File: src/rtl/counter_timer_seq.sv
// rtl/counter_timer_seq.sv - arm/monitor/cancel sequencer for a chained 64-bit down-counting timer
//
// Drives the register-write ports of a low-word and a high-word counter_timer
// core to load a 64-bit count and enable the chain, then watches the high
// core's irq and reports each expiry.
//
// Ports:
//   clkin, resetn          clock, asynchronous active-low reset
//   req_valid/req_ready    request handshake (ready only in IDLE)
//   req_count/req_periodic 64-bit timeout and reload mode, latched on accept
//   cancel                 level, aborts an arming or running timer
//   ct_wdata               shared write data to both cores
//   lo_*_we / hi_*_we      per-core value, data and config write strobes
//   hi_irq                 expiry pulse from the high core
//   busy, expired, cancelled, expire_cnt   status outputs
module counter_timer_seq #(
    parameter int EXP_CNT_W   = 8,
    parameter int IRQ_STRETCH = 0
) (
    input  logic                 clkin,
    input  logic                 resetn,
    input  logic                 req_valid,
    output logic                 req_ready,
    input  logic [63:0]          req_count,
    input  logic                 req_periodic,
    input  logic                 cancel,
    output logic [31:0]          ct_wdata,
    output logic [3:0]           lo_val_we,
    output logic [3:0]           lo_dat_we,
    output logic                 lo_cfg_we,
    output logic [3:0]           hi_val_we,
    output logic [3:0]           hi_dat_we,
    output logic                 hi_cfg_we,
    input  logic                 hi_irq,
    output logic                 busy,
    output logic                 expired,
    output logic                 cancelled,
    output logic [EXP_CNT_W-1:0] expire_cnt
);

    typedef enum logic [3:0] {
        IDLE,
        W_LO_VAL,
        W_HI_VAL,
        W_LO_DAT,
        W_HI_DAT,
        W_HI_CFG,
        W_LO_CFG,
        RUN,
        D_HI,
        D_LO
    } state_t;

    localparam logic [1:0] STRETCH = IRQ_STRETCH[1:0];

    state_t                 state_q, state_d;
    logic [63:0]            count_q, count_d;
    logic                   periodic_q, periodic_d;
    logic [EXP_CNT_W-1:0]   cnt_q, cnt_d;
    logic                   cxl_q, cxl_d;
    logic                   cancelled_q, cancelled_d;
    logic                   expired_q, expired_d;
    logic [1:0]             str_q, str_d;
    logic [31:0]            wdata_hold_q, wdata_hold_d;

    logic                   exp_evt;
    logic [EXP_CNT_W-1:0]   cnt_base;

    always_ff @(posedge clkin or negedge resetn) begin
        if (!resetn) begin
            state_q      <= IDLE;
            count_q      <= '0;
            periodic_q   <= 1'b0;
            cnt_q        <= '0;
            cxl_q        <= 1'b0;
            cancelled_q  <= 1'b0;
            expired_q    <= 1'b0;
            str_q        <= '0;
            wdata_hold_q <= '0;
        end else begin
            state_q      <= state_d;
            count_q      <= count_d;
            periodic_q   <= periodic_d;
            cnt_q        <= cnt_d;
            cxl_q        <= cxl_d;
            cancelled_q  <= cancelled_d;
            expired_q    <= expired_d;
            str_q        <= str_d;
            wdata_hold_q <= wdata_hold_d;
        end
    end

    // Next-state, latching and expiry bookkeeping
    always_comb begin
        state_d     = state_q;
        count_d     = count_q;
        periodic_d  = periodic_q;
        cxl_d       = cxl_q;
        cancelled_d = 1'b0;
        exp_evt     = 1'b0;
        cnt_base    = cnt_q;

        case (state_q)
            IDLE: begin
                if (req_valid) begin
                    count_d    = req_count;
                    periodic_d = req_periodic;
                    cxl_d      = 1'b0;
                    cnt_base   = '0;
                    // A zero timeout expires immediately without touching the cores
                    if (req_count == 64'd0) begin
                        exp_evt = 1'b1;
                    end else begin
                        state_d = W_LO_VAL;
                    end
                end
            end
            W_LO_VAL, W_HI_VAL, W_LO_DAT, W_HI_DAT, W_HI_CFG, W_LO_CFG: begin
                // The current write is issued this cycle regardless of cancel
                if (cancel) begin
                    state_d = D_HI;
                    cxl_d   = 1'b1;
                end else begin
                    case (state_q)
                        W_LO_VAL: state_d = W_HI_VAL;
                        W_HI_VAL: state_d = W_LO_DAT;
                        W_LO_DAT: state_d = W_HI_DAT;
                        W_HI_DAT: state_d = W_HI_CFG;
                        W_HI_CFG: state_d = W_LO_CFG;
                        default:  state_d = RUN;
                    endcase
                end
            end
            RUN: begin
                exp_evt = hi_irq;
                if (cancel || (hi_irq && !periodic_q)) begin
                    state_d = D_HI;
                    cxl_d   = cancel;
                end
            end
            D_HI: state_d = D_LO;
            D_LO: begin
                state_d     = IDLE;
                cancelled_d = cxl_q;
            end
            default: state_d = IDLE;
        endcase

        cnt_d = cnt_base;
        if (exp_evt && !(&cnt_base)) begin
            cnt_d = cnt_base + 1'b1;
        end

        // Retriggerable stretch of the expiry pulse
        if (exp_evt) begin
            expired_d = 1'b1;
            str_d     = STRETCH;
        end else if (str_q != 2'd0) begin
            expired_d = 1'b1;
            str_d     = str_q - 2'd1;
        end else begin
            expired_d = 1'b0;
            str_d     = 2'd0;
        end
    end

    // Write strobes and data decoded from the current state
    always_comb begin
        lo_val_we    = 4'h0;
        hi_val_we    = 4'h0;
        lo_dat_we    = 4'h0;
        hi_dat_we    = 4'h0;
        lo_cfg_we    = 1'b0;
        hi_cfg_we    = 1'b0;
        ct_wdata     = wdata_hold_q;
        case (state_q)
            W_LO_VAL: begin lo_val_we = 4'hF; ct_wdata = count_q[31:0];  end
            W_HI_VAL: begin hi_val_we = 4'hF; ct_wdata = count_q[63:32]; end
            W_LO_DAT: begin lo_dat_we = 4'hF; ct_wdata = count_q[31:0];  end
            W_HI_DAT: begin hi_dat_we = 4'hF; ct_wdata = count_q[63:32]; end
            // {irq_ena, chain, updown, oneshot, enable}
            W_HI_CFG: begin hi_cfg_we = 1'b1; ct_wdata = {27'd0, 1'b1, 1'b1, 1'b0, ~periodic_q, 1'b1}; end
            W_LO_CFG: begin lo_cfg_we = 1'b1; ct_wdata = {27'd0, 1'b0, 1'b1, 1'b0, ~periodic_q, 1'b1}; end
            D_HI:     begin hi_cfg_we = 1'b1; ct_wdata = 32'd0; end
            D_LO:     begin lo_cfg_we = 1'b1; ct_wdata = 32'd0; end
            default:  ;
        endcase
        wdata_hold_d = ct_wdata;
    end

    assign req_ready  = (state_q == IDLE);
    assign busy       = (state_q != IDLE);
    assign expired    = expired_q;
    assign cancelled  = cancelled_q;
    assign expire_cnt = cnt_q;

endmodule

File: config.mk
export PLATFORM = sky130hd
export DESIGN_NAME = counter_timer_seq
export DESIGN_NICKNAME = d
export VERILOG_FILES = /design/src/rtl/counter_timer_seq.sv
export SDC_FILE = /design/constraint.sdc
export NUM_CORES = 1
export LEC_CHECK = 0
export ABC_AREA = 1
export CORE_UTILIZATION = 40
export CTS_BUF_LIST = sky130_fd_sc_hd__clkbuf_8
export CTS_CLUSTER_SIZE = 14
export DETAILED_ROUTE_END_ITERATION = 16
export PLACE_DENSITY_LB_ADDON = 0.3
export SYNTH_ARGS = -nofsm -noshare
export SYNTH_HDL_FRONTEND = slang
export SYNTH_SLANG_ARGS = --single-unit
File: constraint.sdc
create_clock -name clkin -period 4 [get_ports clkin]
set_input_delay 0.6 -clock clkin [delete_from_list [all_inputs] [get_ports clkin]]
set_output_delay 0.6 -clock clkin [all_outputs]
set_load 0.05 [all_outputs]
==> flow_summary.ini, run 1 <==
[outcome]
status = finished, final reports clean

[final_layout]
multiInputGateArea_mm2 = 0.00190
num-nets-final = 806
n_fill_cell = 1190
num_antenna_cells = 0
regArea_mm2 = 0.00285
area_growth_pct = 33.4
mostFrequentLayoutCell = nand2_1
layout-drive-gt1-share_pct = 9.63
layout_common_cells = nand2_1, clkdlybuf4s50_1, dfrtp_1
postLayoutCoreUtil_pct = 55.5

[worst_setup_path]
end_kind = output pin
cp_cell_sequence = nor2_4 > inv_2 > nor2_2 > nor2_4 > buf_4 > inv_1 > a21oi_1 > nand2_1 > clkdlybuf4s50_1
critPathMaxFanout = 15
crit_cells = 9
cp_top_family = buffers and inverters
rrSetupSlack_ns = 1.84
worstSetupEndpoint = ct_wdata[1]
arrival_ns = 3.14
r2r_end = expire_cnt[1]$_DFF_PN0_
path_class = reg2out
startpoint = state_q[0]$_DFFE_PN0P_
critPathMaxStageDelay_ns = 0.73
r2r-start = state_q[0]$_DFFE_PN0P_
slowest_stage = clkdlybuf4s50_1
startpoint_type = flop
path_buf_inv = 4
rr_worst_depth = 11
required_ns = 3.40
crit_path_frequent_cell = nor2_4

[drt]
routed_via_density = 4.91
wl_per_cell_um = 15.1
via_count = 4519
firstDrtPassIters = 8
drc_errors = 0
drt-total-wl_mm = 13.9
drt_first_iter_violations = 371
ant_nets = 0

[synthesis]
synthCells = 614
synth_edf_count = 0
seq_area_frac_synth_pct = 53.5
synth_nets = 685
netlist_area_mm2 = 0.00533
avgSynthCellArea_um2 = 8.69
synth_warnings = 0
synth-seq-cells = 114
synthArstFlopShare_pct = 100
ys.flop_type = dfrtp_1
synth.distinct_cells = 35

[cts]
htreeDepth = 4
hold_buffers = 0
cts.clk_slew.worst_paths_ns = 0.07
tritoncts = built
clock_latency_ns = 0.43
clockBufferDepth = 2
root_buffer = clkbuf_8
numCtsBuffers = 17
cts_setup_buffers = 0
cts.sinks = 114

[place]
dp_hpwl_mm = 10.1
gp_congestion = 0.925
port_buffers = 131

[floorplanning]
num_rows = 41
io_pins = 132
core_region_area_mm2 = 0.0128
die_w_um = 117
initial_utilization_pct = 41.6
die_h_um = 117
dieArea_mm2 = 0.0138

[sta]
finalCriticalPeriod_ns = 3.74
tns_ns = 0
rsz0062_at_grt = false
post-route-period-util_pct = 93.4
finalClockSkew_ns = 0.00830
worstMarginPinSlew_ns = 0.756
maxSlewViolCount = 0
hold_viol = 0
setup_viol = 0
slew_headroom_pct = 49.6
clock.fmax_mhz = 268

[grt]
grt_usage_pct = 21.3
first_global_vias = 4474
grt-ovfl-total = 0
grt_pass1_wl_mm = 22.8
grt_max_degree = 60
antenna_found_initial = 0

[pwr]
power_density_mw_per_mm2 = 969
total_power_mw = 6.89
vdd_drop_max_v = 0.000508
p_leak_nw = 3.24

[worst_hold_path]
hold_class = in2async

[flow_run]
maxCapViolCount = 0
-- flip-flops by register name, summed over array words and instances (netlist names) --
register      flops
cancelled         1
expire_cnt        8
wdata_hold_q     32
cxl_q             1
str_q             2
state_q           4
count_q          64
expired           1
periodic_q        1
-- layout make-up --
type	count	area share, %
clock buffer	19	3.68
clock inverter	13	2.67
inverter	86	4.57
multi-input combinational	377	26.7
sequential	114	40.1
tap	172	3.03
timing repair buffer	139	19.2
-- worst min path at each step --
stage | start | end | slack, ns | cells after the start
CTS | resetn | count_q[22]$_DFFE_PN0P_ | 0.24 | 1
global route | resetn | count_q[22]$_DFFE_PN0P_ | 0.27 | 1
global placement | str_q[0]$_DFF_PN0_ | str_q[0]$_DFF_PN0_ | 0.43 | 1
finish | resetn | count_q[54]$_DFFE_PN0P_ | 0.23 | 1
detailed placement | str_q[0]$_DFF_PN0_ | str_q[0]$_DFF_PN0_ | 0.46 | 1
floorplan | resetn | cancelled$_DFF_PN0_ | 0.30 | 0
-- cell families (layout without fill, tap and decap cells) --
group	after synthesis	in the layout	synth area share [%]
AND/OR/NAND/NOR	267	267	21.0
flip-flops	114	114	53.5
AO/OA/AOI/OAI	106	106	13.7
buffers and inverters	123	257	11.1
adder cells (fa/ha/maj)	1	1	0.235
XOR/XNOR	3	3	0.493
-- layer usage --
metal  global-route usage (%)  wire [um]
met1                     28.2       6400
met2                     32.8       6310
met3                     6.30        864
met4                     8.01        278
met5                        0          0
-- power by group --
part	switching, mW	leakage (nW)	internal [mW]
Clock	0.453	0.238	0.764
Sequential	0.165	1.45	1.64
Combinational	2.70	1.56	1.16
Total	3.32	3.24	3.57
-- synth_stat cells (all sizes together), types with 2 or more instances --
| library cell | n | area share [%] |
|---|---|---|
| nand2 | 181 | 13 |
| dfrtp | 114 | 53 |
| inv | 86 | 6.1 |
| o21ai | 66 | 6.2 |
| nor2 | 64 | 5.0 |
| buf | 32 | 4.6 |
| o221ai | 28 | 5.8 |
| nand3 | 18 | 2.3 |
| clkbuf | 5 | 0.35 |
| a21oi | 4 | 0.59 |
| nor3 | 3 | 0.38 |
| o2111ai | 3 | 0.49 |
| xor2 | 2 | 0.33 |
-- per-stage QoR --
step	instances	hold slack, ns	worst slack [ns]	instance area (um^2)
floorplan	614	0.304	0.796	5330
global placement	888	0.432	0.491	6660
detailed placement	888	0.459	0.427	6660
CTS	920	0.244	0.234	7110
global route	920	0.268	0.0781	7110
finish	920	0.229	0.263	7110
-- repair_timing --
| item | in CTS | in global routing |
|---|---|---|
| endpoints found under the hold margin | 0 | 0 |
| endpoints found under the setup margin | 4 | 0 |
| resized for setup | 1 | 0 |
(Power assumes the default switching activity.)
==> run 2, diff against run 1 <==
--- a/config.mk
+++ b/config.mk
@@ -11,6 +11,7 @@
 export CTS_CLUSTER_SIZE = 14
 export DETAILED_ROUTE_END_ITERATION = 16
 export PLACE_DENSITY_LB_ADDON = 0.3
+export RECOVER_POWER = 50
 export SYNTH_ARGS = -nofsm -noshare
 export SYNTH_HDL_FRONTEND = slang
 export SYNTH_SLANG_ARGS = --single-unit
==> run 2 against run 1 <==
The run now ends with max-capacitance violations, max-slew violations left. Setup slack improved by 0.048 ns. Global-route usage unchanged. Critical path depth unchanged. Hold slack improved by 0.24 ns. Final cell count did not move. Clock skew hardly changed. Maximum frequency up 1.3%. Highest routed layer unchanged.
==> flow_summary.ini, run 2 (synthesis results as in run 1) <==
[place]
gp_congestion = 0.925
dp_hpwl_mm = 10.1
place_area_mm2 = 0.00666
port_buffers = 131

[drt]
ant_nets = 0
drc_errors = 0
drt-total-wl_mm = 13.9
wl_per_cell_um = 15.1
routed_via_density = 4.92
drt_first_iter_violations = 340
firstDrtPassIters = 5
via_count = 4523

[final_layout]
layout-drive-gt1-share_pct = 8.42
n_fill_cell = 1203
regMostFlops = count_q
mostFrequentLayoutCell = nand2_1
fin_area_mm2 = 0.00706
num_antenna_cells = 0
layout_common_cells = nand2_1, clkdlybuf4s50_1, dfrtp_1
num-nets-final = 806
area_growth_pct = 32.3
largest_register_ffs = 64

[cts]
cts_setup_buffers = 0
numCtsBuffers = 17
root_buffer = clkbuf_8
hold_buffers = 0
cts.sinks = 114
cts.clk_slew.worst_paths_ns = 0.07
clockBufferDepth = 2
htreeDepth = 4
clock_latency_ns = 0.43
tritoncts = built
cts_resized = 1

[floorplanning]
dieArea_mm2 = 0.0138
die_w_um = 117
die_h_um = 117
core_region_area_mm2 = 0.0128
io_pins = 132
initial_utilization_pct = 41.6
num_rows = 41

[worst_setup_path]
path_class = reg2out
critPathMaxFanout = 32
startpoint_type = flop
required_ns = 3.40
end_kind = output pin
arrival_ns = 3.09

[grt]
grt_max_degree = 60
grt-ovfl-total = 0
first_global_vias = 4474
grt_pass1_wl_mm = 22.8
antenna_found_initial = 0
grt_usage_pct = 21.3

[sta]
post-route-period-util_pct = 92.2
finalClockSkew_ns = 0.00811
rsz0062_at_grt = false
finalCriticalPeriod_ns = 3.69
maxSlewViolCount = 60
hold_viol = 0
worstMarginPinSlew_ns = 3.19
slew_headroom_pct = -112
clock.fmax_mhz = 271
setup_viol = 0
tns_ns = 0

[outcome]
violations = max-capacitance violations, max-slew violations
status = finished, violations left

[pwr]
p_leak_nw = 3.23
power_density_mw_per_mm2 = 969
vdd_drop_max_v = 0.000509

[flow_run]
maxCapViolCount = 1

[worst_hold_path]
hold_class = reg2reg
-- run 2: cell types whose count changed in the layout (fill, tap and decap cells not counted), sizes merged --
cell,previous run,this run
clkinvlp,1,2
dlygate4sd3,0,1
buf,9,7
clkbuf,19,21
clkdlybuf4s50,130,129
inv,88,87
-- run 2: worst paths after layout --
check                                           from                        end  slack (ns)  depth (start not counted)
max                           state_q[0]$_DFFE_PN0P_               ct_wdata[17]        0.31                          9
min                        wdata_hold_q[1]$_DFF_PN0_  wdata_hold_q[1]$_DFF_PN0_        0.47                          2
max in group asynchronous                     resetn    expire_cnt[4]$_DFF_PN0_        0.79                          2
max reg2reg                   state_q[0]$_DFFE_PN0P_    expire_cnt[1]$_DFF_PN0_        0.55                          8
min in group asynchronous                     resetn    count_q[54]$_DFFE_PN0P_        1.22                          1
min reg2reg                wdata_hold_q[1]$_DFF_PN0_  wdata_hold_q[1]$_DFF_PN0_        0.47                          2
-- run 2: area by class of cell --
cell class / count / area [um^2] / area share, %
clock buffers: 19 / 262 / 3.71
clock inverters: 13 / 190 / 2.70
inverters: 86 / 324 / 4.59
multi-input cells: 377 / 1850 / 26.2
flip-flops and latches: 114 / 2850 / 40.4
well taps: 172 / 215 / 3.05
repair buffers: 139 / 1360 / 19.3
-- run 2: through the flow --
| step | hold WS (ns) | utilization [%] | total power, mW | worst slack, ns | std cells |
|---|---|---|---|---|---|
| 6_report | 0.474 | 55.0 | 6.84 | 0.311 | 920 |
| 5_1_grt | 0.502 | 55.0 | 7.22 | 0.0587 | 920 |
| 4_1_cts | 0.244 | 55.5 | 6.93 | 0.234 | 920 |
| 3_5_place_dp | 0.459 | 51.9 | 5.68 | 0.427 | 888 |
| 3_3_place_gp | 0.432 | 51.9 | 5.61 | 0.491 | 888 |
| 2_1_floorplan | 0.304 | - | 4.59 | 0.796 | 614 |
-- run 2: critical path: stages (launching register included) --
cell	delay (ns)
dfrtp_1	0.48
nor2_4	0.22
inv_2	0.08
nand2_1	0.11
nand2_1	0.14
a21oi_4	0.13
buf_4	0.38
nand2_1	0.10
o221ai_1	0.13
clkdlybuf4s50_1	0.86
-- run 2: per-layer routing --
| layer | track usage [%] | part of all wire (%) | vias to the layer above |
|---|---|---|---|
| met5 | 0 | 0 | - |
| met4 | 8.01 | 1.9 | 0 |
| met3 | 6.30 | 6.3 | 30 |
| met2 | 32.8 | 45 | 168 |
| met1 | 28.2 | 47 | 2136 |
| li1 | - | - | 2189 |
-- run 2: power breakdown --
group | switching [mW] | internal [mW] | total, mW
logic | 2.67 | 1.14 | 3.81
clock network | 0.455 | 0.764 | 1.22
registers | 0.165 | 1.64 | 1.81
==> run 3, diff against run 2 <==
--- a/config.mk
+++ b/config.mk
@@ -6,10 +6,13 @@
 export NUM_CORES = 1
 export LEC_CHECK = 0
 export ABC_AREA = 1
-export CORE_UTILIZATION = 40
+export CELL_PAD_IN_SITES_DETAIL_PLACEMENT = 1
+export CELL_PAD_IN_SITES_GLOBAL_PLACEMENT = 2
+export CORE_UTILIZATION = 32
 export CTS_BUF_LIST = sky130_fd_sc_hd__clkbuf_8
 export CTS_CLUSTER_SIZE = 14
 export DETAILED_ROUTE_END_ITERATION = 16
+export MAX_ROUTING_LAYER = met4
 export PLACE_DENSITY_LB_ADDON = 0.3
 export RECOVER_POWER = 50
 export SYNTH_ARGS = -nofsm -noshare
==> run 3 against run 2 <==
The run still ends with max-capacitance violations, max-slew violations left. Clock power hardly changed. Wire length is 14% higher. Design area is 1.3% higher. Die area is 25% higher. Final cell count is 4.6% higher. Clock skew is 0.0030 ns higher. First-iteration DRC count is 35% lower. Global-route usage is 0.83 points lower. Maximum frequency is 1.0% lower. Non-clock buffer count is 2 lower.
==> flow_summary.ini, run 3 (synthesis results as in run 1) <==
[floorplanning]
dieArea_mm2 = 0.0172
core_region_area_mm2 = 0.0161
num_rows = 46
io_pins = 132
die_h_um = 131
die_w_um = 131
initial_utilization_pct = 33.2

[worst_setup_path]
path_class = reg2out
critPathMaxStageDelay_ns = 0.88
end_kind = output pin
cp_top_family = buffers and inverters
cp_cell_sequence = nor2_4 > inv_2 > nand2_1 > nand2_1 > a21oi_4 > buf_12 > nand2_1 > o221ai_1 > clkdlybuf4s50_1
slowest_stage = clkdlybuf4s50_1
critPathMaxFanout = 19
startpoint_type = flop
crit_path_frequent_cell = nand2_1
rrSetupSlack_ns = 0.94
required_ns = 3.40
arrival_ns = 3.13
r2r-start = state_q[0]$_DFFE_PN0P_
r2r_end = count_q[24]$_DFFE_PN0P_
rr_worst_depth = 6
path_buf_inv = 3

[worst_hold_path]
min_to = str_q[0]$_DFF_PN0_
min_path_cells = 1
hold_class = reg2reg
min_from = str_q[0]$_DFF_PN0_

[cts]
htreeDepth = 4
tritoncts = built
cts_resized = 0
numCtsBuffers = 17
clockBufferDepth = 2
cts.sinks = 114
root_buffer = clkbuf_8
hold_buffers = 0
cts_setup_buffers = 0
cts.clk_slew.worst_paths_ns = 0.07
clock_latency_ns = 0.44

[drt]
ant_nets = 0
via_count = 4541
firstDrtPassIters = 4
drt-total-wl_mm = 15.8
drt_first_iter_violations = 222
drc_errors = 0
routed_via_density = 4.72
wl_per_cell_um = 16.4

[grt]
first_global_vias = 4828
grt_max_degree = 59
grt_usage_pct = 20.4
antenna_found_initial = 0
grt-ovfl-total = 0
grt_pass1_wl_mm = 25.2

[flow_run]
maxCapViolCount = 1

[final_layout]
num-nets-final = 804
layout_common_cells = nand2_1, clkdlybuf4s50_1, dfrtp_1
postLayoutCoreUtil_pct = 44.5
fin_cells = 962
num_antenna_cells = 0
regMostFlops = count_q
area_growth_pct = 34.0
largest_register_ffs = 64
mostFrequentLayoutCell = nand2_1
layout-drive-gt1-share_pct = 8.71

[sta]
worstMarginPinSlew_ns = 3.16
finalClockSkew_ns = 0.0111
rsz0062_at_grt = false
finalCriticalPeriod_ns = 3.73
hold_viol = 0
setup_viol = 0
clock.fmax_mhz = 268
post-route-period-util_pct = 93.2
tns_ns = 0
maxSlewViolCount = 57
slew_headroom_pct = -111

[pwr]
p_leak_nw = 3.23
power_density_mw_per_mm2 = 969
vdd_drop_max_v = 0.000423

[outcome]
violations = max-capacitance violations, max-slew violations
status = finished, violations left

[place]
dp_hpwl_mm = 11.7
port_buffers = 131
gp_congestion = 0.854
place_inst = 930
==> run 3: final cells by class <==
type / instances / area [um^2]
fill: 1869 / 8910
clock inverter: 11 / 159
timing repair buffer: 137 / 1380
sequential: 114 / 2850
inverter: 86 / 324
tap: 216 / 270
clock buffer: 21 / 289
multi-input combinational: 377 / 1880
==> run 3: metal layers <==
layer	up-vias	share of wire (%)	GRT usage (%)	wire length [um]
met2	109	48	32.6	7560
met3	24	4.5	4.50	712
li1	2188	-	-	-
met5	-	0	-	0
met4	0	1.7	7.91	274
met1	2220	46	25.3	7240
==> run 3: worst reg2reg max path, cell delays in order, from the launching register on <==
cell	delay (ns)
dfrtp_1	0.52
nor2_4	0.11
nand3_4	0.23
clkinvlp_2	1.14
buf_4	0.70
nand2_1	0.13
o21ai_0	0.10
==> run 3: worst max path at each step <==
stage,startpoint,to,slack [ns],cells after the start
after global routing,state_q[0]$_DFFE_PN0P_,ct_wdata[10],0.07,9
final,state_q[0]$_DFFE_PN0P_,ct_wdata[10],0.27,9
after global placement,state_q[0]$_DFFE_PN0P_,ct_wdata[13],0.83,9
after detailed placement,state_q[3]$_DFFE_PN0P_,ct_wdata[21],0.73,7
after CTS,state_q[3]$_DFFE_PN0P_,ct_wdata[21],0.23,7
after floorplan,state_q[3]$_DFFE_PN0P_,ct_wdata[13],0.80,6
==> run 3: stage by stage <==
stage               worst slack (ns)  total power [mW]  area, um^2  hold WS [ns]
floorplan                      0.796              4.59        5330         0.304
global placement               0.826              5.70        6730         0.432
detailed placement             0.731              5.80        6730         0.456
CTS                            0.233              7.05        7170         0.238
global route                  0.0727              7.35        7150         0.504
finish                         0.273              6.93        7150         0.475
==> run 3: power by group <==
group | internal (mW) | switching (mW) | total (mW)
registers | 1.65 | 0.167 | 1.81
logic | 1.18 | 2.73 | 3.91
clock network | 0.739 | 0.471 | 1.21
total | 3.56 | 3.37 | 6.93
